### config.mk
export PLATFORM = sky130hd
export DESIGN_NAME = dmem_arbiter
export DESIGN_NICKNAME = d
export VERILOG_FILES = /design/src/rtl/dmem_arbiter.sv
export SDC_FILE = /design/constraint.sdc
export NUM_CORES = 1
export LEC_CHECK = 0
export ABC_AREA = 1
export CORE_MARGIN = 8
export CORE_UTILIZATION = 35
export CTS_CLUSTER_SIZE = 16
export DETAILED_ROUTE_END_ITERATION = 16
export GPL_TIMING_DRIVEN = 0
export PLACE_DENSITY_LB_ADDON = 0.3
export SYNTH_ARGS = -nofsm -noshare
export SYNTH_HDL_FRONTEND = slang
export SYNTH_SLANG_ARGS = --single-unit
### constraint.sdc
create_clock -name clk -period 2.75 [get_ports clk]
set_clock_uncertainty 0.15 [all_clocks]
set_input_delay 0.4125 -clock clk [delete_from_list [all_inputs] [get_ports clk]]
set_output_delay 0.4125 -clock clk [all_outputs]
set_load 0.05 [all_outputs]
### src/rtl/dmem_arbiter.sv
// Two-requester arbiter for the single-port data memory: core MEM stage vs. external loader/debug port.
// Ext wins when core is idle or after STARVE_MAX consecutive core wins while ext waits.
module dmem_arbiter #(
  parameter int A_W        = 8,
  parameter int D_W        = 32,
  parameter int STARVE_MAX = 4
) (
  input  logic           clk,
  input  logic           rst_n,
  input  logic           core_cs,
  input  logic           core_we,
  input  logic [2:0]     core_funct3,
  input  logic [A_W-1:0] core_addr,
  input  logic [D_W-1:0] core_wdata,
  output logic [D_W-1:0] core_rdata,
  output logic           core_stall,
  input  logic           ext_req,
  input  logic           ext_we,
  input  logic [A_W-1:0] ext_addr,
  input  logic [D_W-1:0] ext_wdata,
  output logic           ext_ack,
  output logic [D_W-1:0] ext_rdata,
  output logic           mem_cs,
  output logic           mem_we,
  output logic [2:0]     mem_funct3,
  output logic [A_W-1:0] mem_addr,
  output logic [D_W-1:0] mem_wdata,
  input  logic [D_W-1:0] mem_rdata,
  output logic           dbg_state,
  output logic [3:0]     dbg_starve_cnt
);

  typedef enum logic {ST_IDLE = 1'b0, ST_ACK = 1'b1} state_e;

  localparam logic [3:0] STARVE_LIM = 4'(STARVE_MAX);

  state_e         state_q, state_d;
  logic [3:0]     starve_cnt_q, starve_cnt_d;
  logic           ext_ack_q, ext_ack_d;
  logic [D_W-1:0] ext_rdata_q, ext_rdata_d;
  logic           ext_gnt, core_gnt;

  // Handshake: ext_req is a valid held with stable fields until the transfer
  // completes; ext_ack is a one-cycle completion pulse one cycle after the grant.
  // Grants are gated by rst_n so every combinational output is inactive in reset.
  always_comb begin
    ext_gnt  = rst_n && (state_q == ST_IDLE) && ext_req &&
               (!core_cs || (starve_cnt_q == STARVE_LIM));
    core_gnt = rst_n && core_cs && !ext_gnt;

    state_d      = ext_gnt ? ST_ACK : ST_IDLE;
    starve_cnt_d = starve_cnt_q;
    if (ext_gnt) begin
      starve_cnt_d = 4'd0;
    end else if ((state_q == ST_IDLE) && core_gnt && ext_req &&
                 (starve_cnt_q != STARVE_LIM)) begin
      starve_cnt_d = starve_cnt_q + 4'd1;
    end

    ext_ack_d   = ext_gnt;
    ext_rdata_d = (ext_gnt && !ext_we) ? mem_rdata : ext_rdata_q;

    mem_cs     = 1'b0;
    mem_we     = 1'b0;
    mem_funct3 = 3'b000;
    mem_addr   = '0;
    mem_wdata  = '0;
    if (ext_gnt) begin
      mem_cs     = 1'b1;
      mem_we     = ext_we;
      mem_funct3 = 3'b010;
      mem_addr   = ext_addr;
      mem_wdata  = ext_wdata;
    end else if (core_gnt) begin
      mem_cs     = 1'b1;
      mem_we     = core_we;
      mem_funct3 = core_funct3;
      mem_addr   = core_addr;
      mem_wdata  = core_wdata;
    end

    core_rdata = core_gnt ? mem_rdata : '0;
    core_stall = core_cs && ext_gnt;
  end

  always_ff @(posedge clk or negedge rst_n) begin
    if (!rst_n) begin
      state_q      <= ST_IDLE;
      starve_cnt_q <= 4'd0;
      ext_ack_q    <= 1'b0;
      ext_rdata_q  <= '0;
    end else begin
      state_q      <= state_d;
      starve_cnt_q <= starve_cnt_d;
      ext_ack_q    <= ext_ack_d;
      ext_rdata_q  <= ext_rdata_d;
    end
  end

  assign ext_ack        = ext_ack_q;
  assign ext_rdata      = ext_rdata_q;
  assign dbg_state      = state_q;
  assign dbg_starve_cnt = starve_cnt_q;

endmodule

==> flow_summary.toml <==
[status]
status = "complete, no violations"

[finish]
final_cell_mix = "nand2_1 (160), clkdlybuf4s50_1 (158), clkbuf_4 (53)"
final_layout_size_suffix_gt1_share_pct = 25.4
syn_to_final_growth_pct = 88.9
final_common_cell = "nand2_1"
regArea_um2 = 926
finalNonFillerCells = 741
antennaDiodeCount = 0
final_cell_area_um2 = 5110
nFillCells = 672
multi_input_comb_area_um2 = 1460
nNetsFinal = 761

[detailed_routing]
wl_per_cell_um = 16.8
viasPerCell = 4.71
vias = 3491
firstDrtPassIters = 4
dr.first_iter.drc_count = 133
antenna_left = 0
drt-total-wl_mm = 12.4
drcViolationCount = 0

[synthesis]
syn_nets = 515
synth_area_um2 = 2700
synth-seq-cells = 37
synth.avg_cell_area_um2 = 6.90
ys_warn_count = 0
yosysSeqAreaShare_pct = 34.2
ys_types = 16
synth_cells = 392

[clock_network]
htreeDepth = 2
clk_latency_ns = 0.28
cts_buffer_depth = 2
clkTransAtPathRegs_ns = 0.08
cts_tree = "yes"
cts.sinks = 37
cts_root_buffer = "clkbuf_8"
numCtsBuffers = 5

[floorplan]
fp.dieH_um = 104
num_io_pins = 237
die_w_um = 104
dieArea_um2 = 10800
start_util_pct = 35.5
placementRows = 32
core_um2 = 7610

[sta]
grt_setup_unrepaired = "false"
fmax_mhz = 380
relSlewSlack_pct = 62.3
hold_slack_ns = 0.326
slew_violations = 0
min_period_ns = 2.63
tightest_slew_ns = 0.563
hold_violations = 0
period_share_pct = 95.6
finalSetupViolCount = 0

[min_path]
hp-class = "reg -> reg"

[run]
cap_violations = 0

[placement]
dp.cells = 730
dpl.hpwl_mm = 10.2
placed_cell_area_um2 = 5190
port_buffers = 236
place.gp.congestion = 0.849

[global_route]
grt-ovfl-total = 0
antenna_found_initial = 0
grt_max_degree = 38
grt_pass1_vias = 3750
grt_pass1_wl_mm = 20.1
grtUsageTotal_pct = 22.7

[setup_path]
path_class = "in -> out"
required_ns = 2.19
setup.worst_path.start_class = "input port"
cp.arrival_ns = 2.07
cp-end-kind = "primary output"
critPathMaxFanout = 4

[pwr]
powerDensity_nw_per_um2 = 633
peakVddDrop_mv = 0.379
p_leak_nw = 2.67
-- cell families after synthesis --
logic type	count (synthesis)	share of synthesized area [%]
and+or+nand+nor	279	51.7
buffers and inverters	72	12.4
adders and majority gates	2	0.925
AOI/OAI and AO/OA	1	0.324
DFF	37	34.2
xor gates and xnor gates	1	0.324
-- path summary, 6_finish.rpt --
check	from	to	slack (ns)	depth (start not counted)
min in group asynchronous	rst_n	ext_rdata[16]$_DFFE_PN0P_	0.55	3
max in group asynchronous	rst_n	dbg_starve_cnt[3]$_DFFE_PN0P_	1.70	3
worst max-delay path	core_cs	mem_cs	0.12	4
worst min-delay path	ext_rdata[19]$_DFFE_PN0P_	ext_rdata[19]$_DFFE_PN0P_	0.33	2
worst min register to register	ext_rdata[19]$_DFFE_PN0P_	ext_rdata[19]$_DFFE_PN0P_	0.33	2
worst max register to register	dbg_starve_cnt[0]$_DFFE_PN0P_	ext_rdata[22]$_DFFE_PN0P_	1.07	8
-- routing by layer --
layer	part of all wire (%)	vias up	track usage (%)
met5	0	-	0
met4	2.7	0	8.07
met3	8.6	22	7.43
met2	49	181	39.1
met1	40	1573	25.7
li1	-	1715	-
-- state kept, by name, indices dropped and copies added (netlist names) --
| name | cells |
|---|---|
| dbg_starve_cnt | 4 |
| ext_rdata | 32 |
| ext_ack | 1 |
-- what timing repair did --
item	CTS	global route
hold buffers	2	0
setup buffers	0	1
hold endpoints to repair	37	0
endpoints found under the setup margin	78	76
resized for setup	351	95
-- cell type report --
cell class	instances	area share, %
timing repair buffer	239	42.5
multi-input combinational	283	28.6
sequential	37	18.1
buffer	29	3.43
inverter	43	3.21
tap	102	2.50
clock buffer	5	1.35
clock inverter	3	0.343
-- worst max-delay path, stage by stage --
cell and delay, ns:
clkdlybuf4s50_1 0.62, nand2_1 0.13, nand2_1 0.08, clkdlybuf4s50_1 0.82
-- metrics by stage --
stage          setup WS [ns]  power, W  setup TNS (ns)  utilization (%)
6_report               0.121   0.00323               0             67.1
5_1_grt              0.00595   0.00340               0             67.1
2_1_floorplan        -0.0102   0.00206          -0.305                -
4_1_cts             0.000489   0.00322               0             65.9
3_5_place_dp          -0.916   0.00289          -64.43             68.2
3_3_place_gp           -2.04   0.00286         -181.76             68.3
-- synthesized netlist by cell type --
master | n | area share (%)
nand2_1 | 160 | 22
inv_1 | 41 | 5.7
nand3_2 | 41 | 15
dfrtp_1 | 37 | 34
nor2_1 | 37 | 5.1
nand4_1 | 32 | 7.4
buf_2 | 20 | 3.7
nand3_1 | 6 | 1.1
buf_6 | 5 | 2.1
clkbuf_1 | 3 | 0.42
nand2_2 | 3 | 0.69
ha_1 | 2 | 0.93
inv_2 | 2 | 0.28
a21oi_2 | 1 | 0.32
buf_4 | 1 | 0.28
xor2_1 | 1 | 0.32
-- power breakdown --
group          internal, W  total, W  switching (W)  leakage, nW
logic             0.000677   0.00203        0.00135         2.16
clock network     0.000175  0.000375       0.000200       0.0439
registers         0.000715  0.000830       0.000116        0.467
Power figures use the tool's default switching activity.
